<file path="src/rtl/hv_lbist_mc.sv">
// Multi-channel HV logic BIST: scan-register req/ack walk with a per-request timeout, alongside an OWT observation window.
// Latency: run starts one cycle after the i_bist_en rise; done comes at max(window, scan walk) + 1. The scan walk stalls on ack, bounded by REQ_TMO per register.
module hv_lbist_mc #(
    parameter  int CLK_M           = 48,
    parameter  int HV_SCAN_REG_NUM = 32,
    parameter  int OWT_CH_NUM      = 2,
    parameter  int OWT_OK_NUM      = 3,
    parameter  int TMO_US          = 25000,
    parameter  int REQ_TMO         = 64,
    localparam int SCAN_AW         = (HV_SCAN_REG_NUM > 1) ? $clog2(HV_SCAN_REG_NUM) : 1,
    localparam int ERR_W           = $clog2(HV_SCAN_REG_NUM + 1)
) (
    input  logic                  i_clk,
    input  logic                  i_rst_n,
    input  logic                  i_bist_en,
    output logic                  o_bist_scan_reg_req,
    output logic [SCAN_AW-1:0]    o_bist_scan_reg_addr,
    input  logic                  i_scan_reg_bist_ack,
    input  logic                  i_scan_reg_bist_err,
    input  logic [OWT_CH_NUM-1:0] i_owt_rx_ack,
    input  logic [OWT_CH_NUM-1:0] i_owt_rx_status,
    output logic [OWT_CH_NUM-1:0] o_hv_owt_bist_rult,
    output logic                  o_hv_scan_bist_rult,
    output logic [ERR_W-1:0]      o_hv_scan_err_cnt,
    output logic                  o_hv_bist_pass,
    output logic                  o_hv_bist_busy,
    output logic                  o_hv_bist_done
);

    localparam int TMO_TH = TMO_US * CLK_M;
    localparam int WIN_W  = (TMO_TH > 1) ? $clog2(TMO_TH) : 1;
    localparam int TMR_W  = $clog2(REQ_TMO);
    localparam int OKC_W  = (OWT_OK_NUM > 0) ? $clog2(OWT_OK_NUM + 1) : 1;

    localparam logic [WIN_W-1:0]   WIN_LAST  = WIN_W'(TMO_TH - 1);
    localparam logic [TMR_W-1:0]   TMR_LAST  = TMR_W'(REQ_TMO - 1);
    localparam logic [SCAN_AW-1:0] ADDR_LAST = SCAN_AW'(HV_SCAN_REG_NUM - 1);
    localparam logic [OKC_W-1:0]   OK_MAX    = OKC_W'(OWT_OK_NUM);
    localparam logic [ERR_W-1:0]   ERR_MAX   = {ERR_W{1'b1}};

    typedef enum logic [1:0] {T_IDLE, T_RUN, T_FIN, T_HOLD} top_st_t;
    typedef enum logic [1:0] {S_REQ, S_GAP, S_END} scan_st_t;

    top_st_t               r_top;
    scan_st_t              r_scan;
    logic                  r_en_d;
    logic [WIN_W-1:0]      r_win;
    logic [TMR_W-1:0]      r_tmr;
    logic [SCAN_AW-1:0]    r_addr;
    logic                  r_req;
    logic [ERR_W-1:0]      r_err;
    logic [OKC_W-1:0]      r_cnt [OWT_CH_NUM];
    logic [OWT_CH_NUM-1:0] r_owt_rult;
    logic                  r_scan_rult;
    logic [ERR_W-1:0]      r_err_cnt;
    logic                  r_pass;
    logic                  r_busy;
    logic                  r_done;

    logic                  w_start;
    logic                  w_expired;
    logic [OWT_CH_NUM-1:0] w_owt_ok;
    logic [ERR_W-1:0]      w_err_inc;

    assign w_start   = i_bist_en & ~r_en_d;
    assign w_expired = (r_win == WIN_LAST);
    assign w_err_inc = (r_err == ERR_MAX) ? r_err : r_err + 1'b1;

    always_comb begin
        w_owt_ok = '0;
        for (int i = 0; i < OWT_CH_NUM; i++) begin
            w_owt_ok[i] = (r_cnt[i] == OK_MAX);
        end
    end

    always_ff @(posedge i_clk) begin
        if (!i_rst_n) begin
            r_top       <= T_IDLE;
            r_scan      <= S_END;
            r_en_d      <= 1'b0;
            r_win       <= '0;
            r_tmr       <= '0;
            r_addr      <= '0;
            r_req       <= 1'b0;
            r_err       <= '0;
            for (int i = 0; i < OWT_CH_NUM; i++) begin
                r_cnt[i] <= '0;
            end
            r_owt_rult  <= '1;
            r_scan_rult <= 1'b1;
            r_err_cnt   <= '0;
            r_pass      <= 1'b1;
            r_busy      <= 1'b0;
            r_done      <= 1'b0;
        end else begin
            r_en_d <= i_bist_en;
            r_done <= 1'b0;
            case (r_top)
                T_IDLE: begin
                    if (w_start) begin
                        r_top  <= T_RUN;
                        r_busy <= 1'b1;
                        r_scan <= S_REQ;
                        r_req  <= 1'b1;
                        r_addr <= '0;
                        r_tmr  <= '0;
                        r_win  <= '0;
                        r_err  <= '0;
                        for (int i = 0; i < OWT_CH_NUM; i++) begin
                            r_cnt[i] <= '0;
                        end
                    end
                end
                T_RUN: begin
                    if (!i_bist_en) begin
                        // abort leaves the last completed results untouched
                        r_top  <= T_IDLE;
                        r_busy <= 1'b0;
                        r_req  <= 1'b0;
                    end else if (w_expired && r_scan == S_END) begin
                        r_top       <= T_FIN;
                        r_busy      <= 1'b0;
                        r_done      <= 1'b1;
                        r_owt_rult  <= w_owt_ok;
                        r_scan_rult <= (r_err == '0);
                        r_err_cnt   <= r_err;
                        r_pass      <= (&w_owt_ok) & (r_err == '0);
                    end else begin
                        if (!w_expired) begin
                            r_win <= r_win + 1'b1;
                            for (int i = 0; i < OWT_CH_NUM; i++) begin
                                if (i_owt_rx_ack[i] && !i_owt_rx_status[i] && r_cnt[i] != OK_MAX) begin
                                    r_cnt[i] <= r_cnt[i] + 1'b1;
                                end
                            end
                        end
                        case (r_scan)
                            S_REQ: begin
                                // ack wins over a simultaneous timeout
                                if (i_scan_reg_bist_ack || r_tmr == TMR_LAST) begin
                                    r_req  <= 1'b0;
                                    r_scan <= S_GAP;
                                    if (!i_scan_reg_bist_ack || i_scan_reg_bist_err) begin
                                        r_err <= w_err_inc;
                                    end
                                end else begin
                                    r_tmr <= r_tmr + 1'b1;
                                end
                            end
                            S_GAP: begin
                                if (r_addr == ADDR_LAST) begin
                                    r_scan <= S_END;
                                end else begin
                                    r_addr <= r_addr + 1'b1;
                                    r_tmr  <= '0;
                                    r_req  <= 1'b1;
                                    r_scan <= S_REQ;
                                end
                            end
                            default: begin
                            end
                        endcase
                    end
                end
                T_FIN: begin
                    r_top <= T_HOLD;
                end
                T_HOLD: begin
                    if (!i_bist_en) begin
                        r_top <= T_IDLE;
                    end
                end
                default: begin
                    r_top <= T_IDLE;
                end
            endcase
        end
    end

    assign o_bist_scan_reg_req  = r_req;
    assign o_bist_scan_reg_addr = r_addr;
    assign o_hv_owt_bist_rult   = r_owt_rult;
    assign o_hv_scan_bist_rult  = r_scan_rult;
    assign o_hv_scan_err_cnt    = r_err_cnt;
    assign o_hv_bist_pass       = r_pass;
    assign o_hv_bist_busy       = r_busy;
    assign o_hv_bist_done       = r_done;

endmodule

</file>
<file path="config.mk">
export PLATFORM = sky130hd
export DESIGN_NAME = hv_lbist_mc
export DESIGN_NICKNAME = d
export VERILOG_FILES = /design/src/rtl/hv_lbist_mc.sv
export SDC_FILE = /design/constraint.sdc
export NUM_CORES = 1
export LEC_CHECK = 0
export CORE_MARGIN = 3
export CORE_UTILIZATION = 54
export CTS_CLUSTER_SIZE = 8
export DETAILED_ROUTE_END_ITERATION = 10
export DONT_BUFFER_PORTS = 1
export PLACE_DENSITY = 0.69
export SLEW_MARGIN = 5
export SYNTH_ARGS = -nofsm -noshare
export SYNTH_HDL_FRONTEND = slang
export SYNTH_SLANG_ARGS = --single-unit
</file>
<file path="constraint.sdc">
create_clock -name i_clk -period 5.1 [get_ports i_clk]
set_input_delay 0 -clock i_clk [delete_from_list [all_inputs] [get_ports i_clk]]
set_output_delay 0 -clock i_clk [all_outputs]
set_load 0.1 [all_outputs]
</file>
==> run metrics <==
drt drc 0; Hold Crit Class primary input to flop; Slew Viols, Final 0; critical path endpoint category flop; YS warnings 0; Crit Path Class flop to flop; fmax 336 MHz; fillers slightly below 500; slew margin rel. a little under a fifth; worst skew pair latency 0.34 ns; Critical Path Sink o_bist_scan_reg_addr[3]; I/O Pins 27; Post-synth EDFFs 4; Synth Register Bits 60; Mapped Area ~3200 um^2; CTS buffer count 9; post-DP HPWL 5.11 mm; Initial Util 57.2%; initial antenna violation count 0; worst r2r dst o_bist_scan_reg_addr[3]; total grt overflow 0; DIE AREA around 7000 um^2; area of the multi-input gates ~1800 um^2; Tot GR Track Use approximately 22%; min cycle time layout approximately 3.0 ns; gpl congestion between 0.8 and 0.9; sequential area share after synthesis roughly 38%; Period Utilization, post-route 58.3%; root buf cell clkbuf_8; Worst R2R Path Depth 8; Hold WS just over 0.02 ns; wire per inst approximately 16 um; initial DRC count 140; FF+latch area ~1200 um^2; total routed wirelength between 7 and 8 mm; # setup viols final 0; ratio of cells with drive above 1 in the final layout under 10%; status finished, final reports clean; CP max FO 8; leakage roughly 0.0012 uW; CP Data Arrival Time 3.23 ns; first-pass GRT wire length approximately 13 mm; R2R Setup Slk roughly 2.1 ns; most common cell in the netlist nand2_1; Area growth syn-to-layout 6.67%; port buffer count 0; power per cell area 291 nW/um^2; CTS tree done; CP Launch Type flop; antenna-violating nets left 0; fin cells about 470; Post-Syn Nets 421; Unique masters post-synth between 60 and 70; Worst-path clk slew around 0.070 ns; largest area contributor in the synthesized netlist dfxtp_1; crit path launch o_bist_scan_reg_addr[0]; Syn Inst Count between 400 and 500; Die Ht about 83 um; vias per cell between 6 and 7; ant diodes 0; VDD IR-drop max 0.000163 V; Die Wd 83.3 um; Avg Cell Area, Syn ~8.0 um^2; Max Root-Sink Buffers 2; vias in the first global route between 2,000 and 3,000; Clock Skew a little under 0.009 ns; data required time of the worst path 5.36 ns; fraction of registers with async set or reset after synthesis 0%; clock sinks 60; Placed Instances between 400 and 500; Final Hold Viols 0; core area ~5600 um^2; largest net degree at the start of global routing 32; unrepaired setup endpoints after global routing no; worst-margin pin slew 1.22 ns; synth top area cells dfxtp_1 35%, nand2_1 7.2%, a21oi_1 4.8%, nand3_1 4.7%, edfxtp_1 3.7%; drt first pass iters 4; Max-Cap Viols 0; share of the synthesized area in the top cell type 34.8%; # Post-CTS Setup Buffers 0; H-tree levels 3; row count 27; Synth top cells by count 62 x nand2_1, 56 x dfxtp_1, 31 x a21oi_1, 30 x nand3_1, 26 x nor2_1; routed vias a little under 3,000; Layout Nets slightly above 400; Setup TNS Final 0 ns; Top FF cell, synth dfxtp_1; FF-to-FF Start o_bist_scan_reg_addr[0]
==> cells by family after synthesis <==
| kind of cell | Yosys count | synth area share [%] |
|---|---|---|
| and+or+nand+nor | 204 | 34.1 |
| buffers and inverters | 32 | 4.42 |
| muxes | 4 | 1.28 |
| DFF | 60 | 38.5 |
| AOI/OAI and AO/OA | 96 | 18.7 |
| adders and majority gates | 8 | 3.10 |
==> layout make-up <==
cell class / instances / area share, %
well taps: 72 / 2.62
clock buffers: 11 / 4.11
multi-input cells: 312 / 53.5
flip-flops and latches: 60 / 36.1
repair buffers: 4 / 1.09
inverters: 10 / 1.09
clock inverters: 5 / 1.49
==> flip-flops by register name (all words and copies together) (netlist names), named ones only <==
signal	count
r_tmr	6
o_hv_scan_bist_rult	1
o_bist_scan_reg_req	1
o_bist_scan_reg_addr	5
o_hv_bist_pass	1
r_en_d	1
o_hv_scan_err_cnt	6
r_err	6
r_scan	2
r_top	1
r_win	21
o_hv_bist_done	1
o_hv_bist_busy	1
o_hv_owt_bist_rult	2
r_cnt	4
==> metal layers <==
layer / wire length, um / track usage, % / up-vias
met1: 3560 / 29.4 / 1366
met5: 0 / 0 / -
met4: 114 / 9.06 / 0
met3: 457 / 4.56 / 11
met2: 3530 / 35.6 / 91
li1: - / - / 1472
==> worst min-delay path by stage <==
stage               startpoint                     to  slack [ns]  cells after the start
floorplan              i_rst_n              r_win[20]        0.16                      2
detailed placement     i_rst_n  o_hv_owt_bist_rult[0]        0.09                      1
CTS                  i_bist_en              r_scan[1]        0.01                      3
global route         i_bist_en              r_scan[1]        0.03                      3
global placement       i_rst_n    o_hv_scan_bist_rult        0.08                      1
finish               i_bist_en              r_scan[1]        0.02                      3
==> worst max-delay path: stages (launching register included) <==
cell	delay, ns
dfxtp_1	0.67
ha_1	0.43
and3_1	0.19
ha_1	0.21
or3b_4	0.41
a211oi_4	0.43
nand2_2	0.09
or3_1	0.33
a21oi_2	0.13
==> cell usage in the layout, fill, tap and decap left out, types with 3 or more instances in the layout <==
cell type,count
a21oi_1,31
a31oi_1,5
and2_1,5
and3_1,9
and4_1,4
clkbuf_8,10
dfxtp_1,56
dlygate4sd3_1,3
edfxtp_1,4
ha_1,8
inv_1,10
mux2i_1,3
nand2_1,62
nand2b_1,8
nand3_1,30
nand4_1,10
nor2_1,26
nor2b_1,3
nor3_1,3
nor4_1,3
o211ai_1,3
o21a_1,4
o21ai_0,20
o21ai_1,7
o22ai_1,3
o31ai_1,3
o32ai_1,3
or3_1,14
or4_1,7
==> where the power goes <==
| part | switching, uW | leakage [uW] | internal, uW |
|---|---|---|---|
| Sequential | 21.9 | 0.000496 | 481 |
| Combinational | 49.2 | 0.000606 | 24.6 |
| Clock | 190 | 0.0000967 | 236 |
==> through the flow <==
stage / setup WS (ns) / power, uW / util (%) / cell area [um^2]
after global routing: 2.05 / 1040 / 61.0 / 3440
after CTS: 2.13 / 1010 / 61.0 / 3440
final: 2.13 / 1000 / 61.0 / 3440
after detailed placement: 2.15 / 581 / 57.0 / 3220
after global placement: 2.24 / 579 / 57.0 / 3220
after floorplan: 2.36 / 570 / - / 3230
==> timing repair <==
action | CTS | global route
gates resized for setup | 0 | 0
hold endpoints to repair | 32 | 0
hold buffers | 3 | 0
Power figures use the tool's default switching activity.
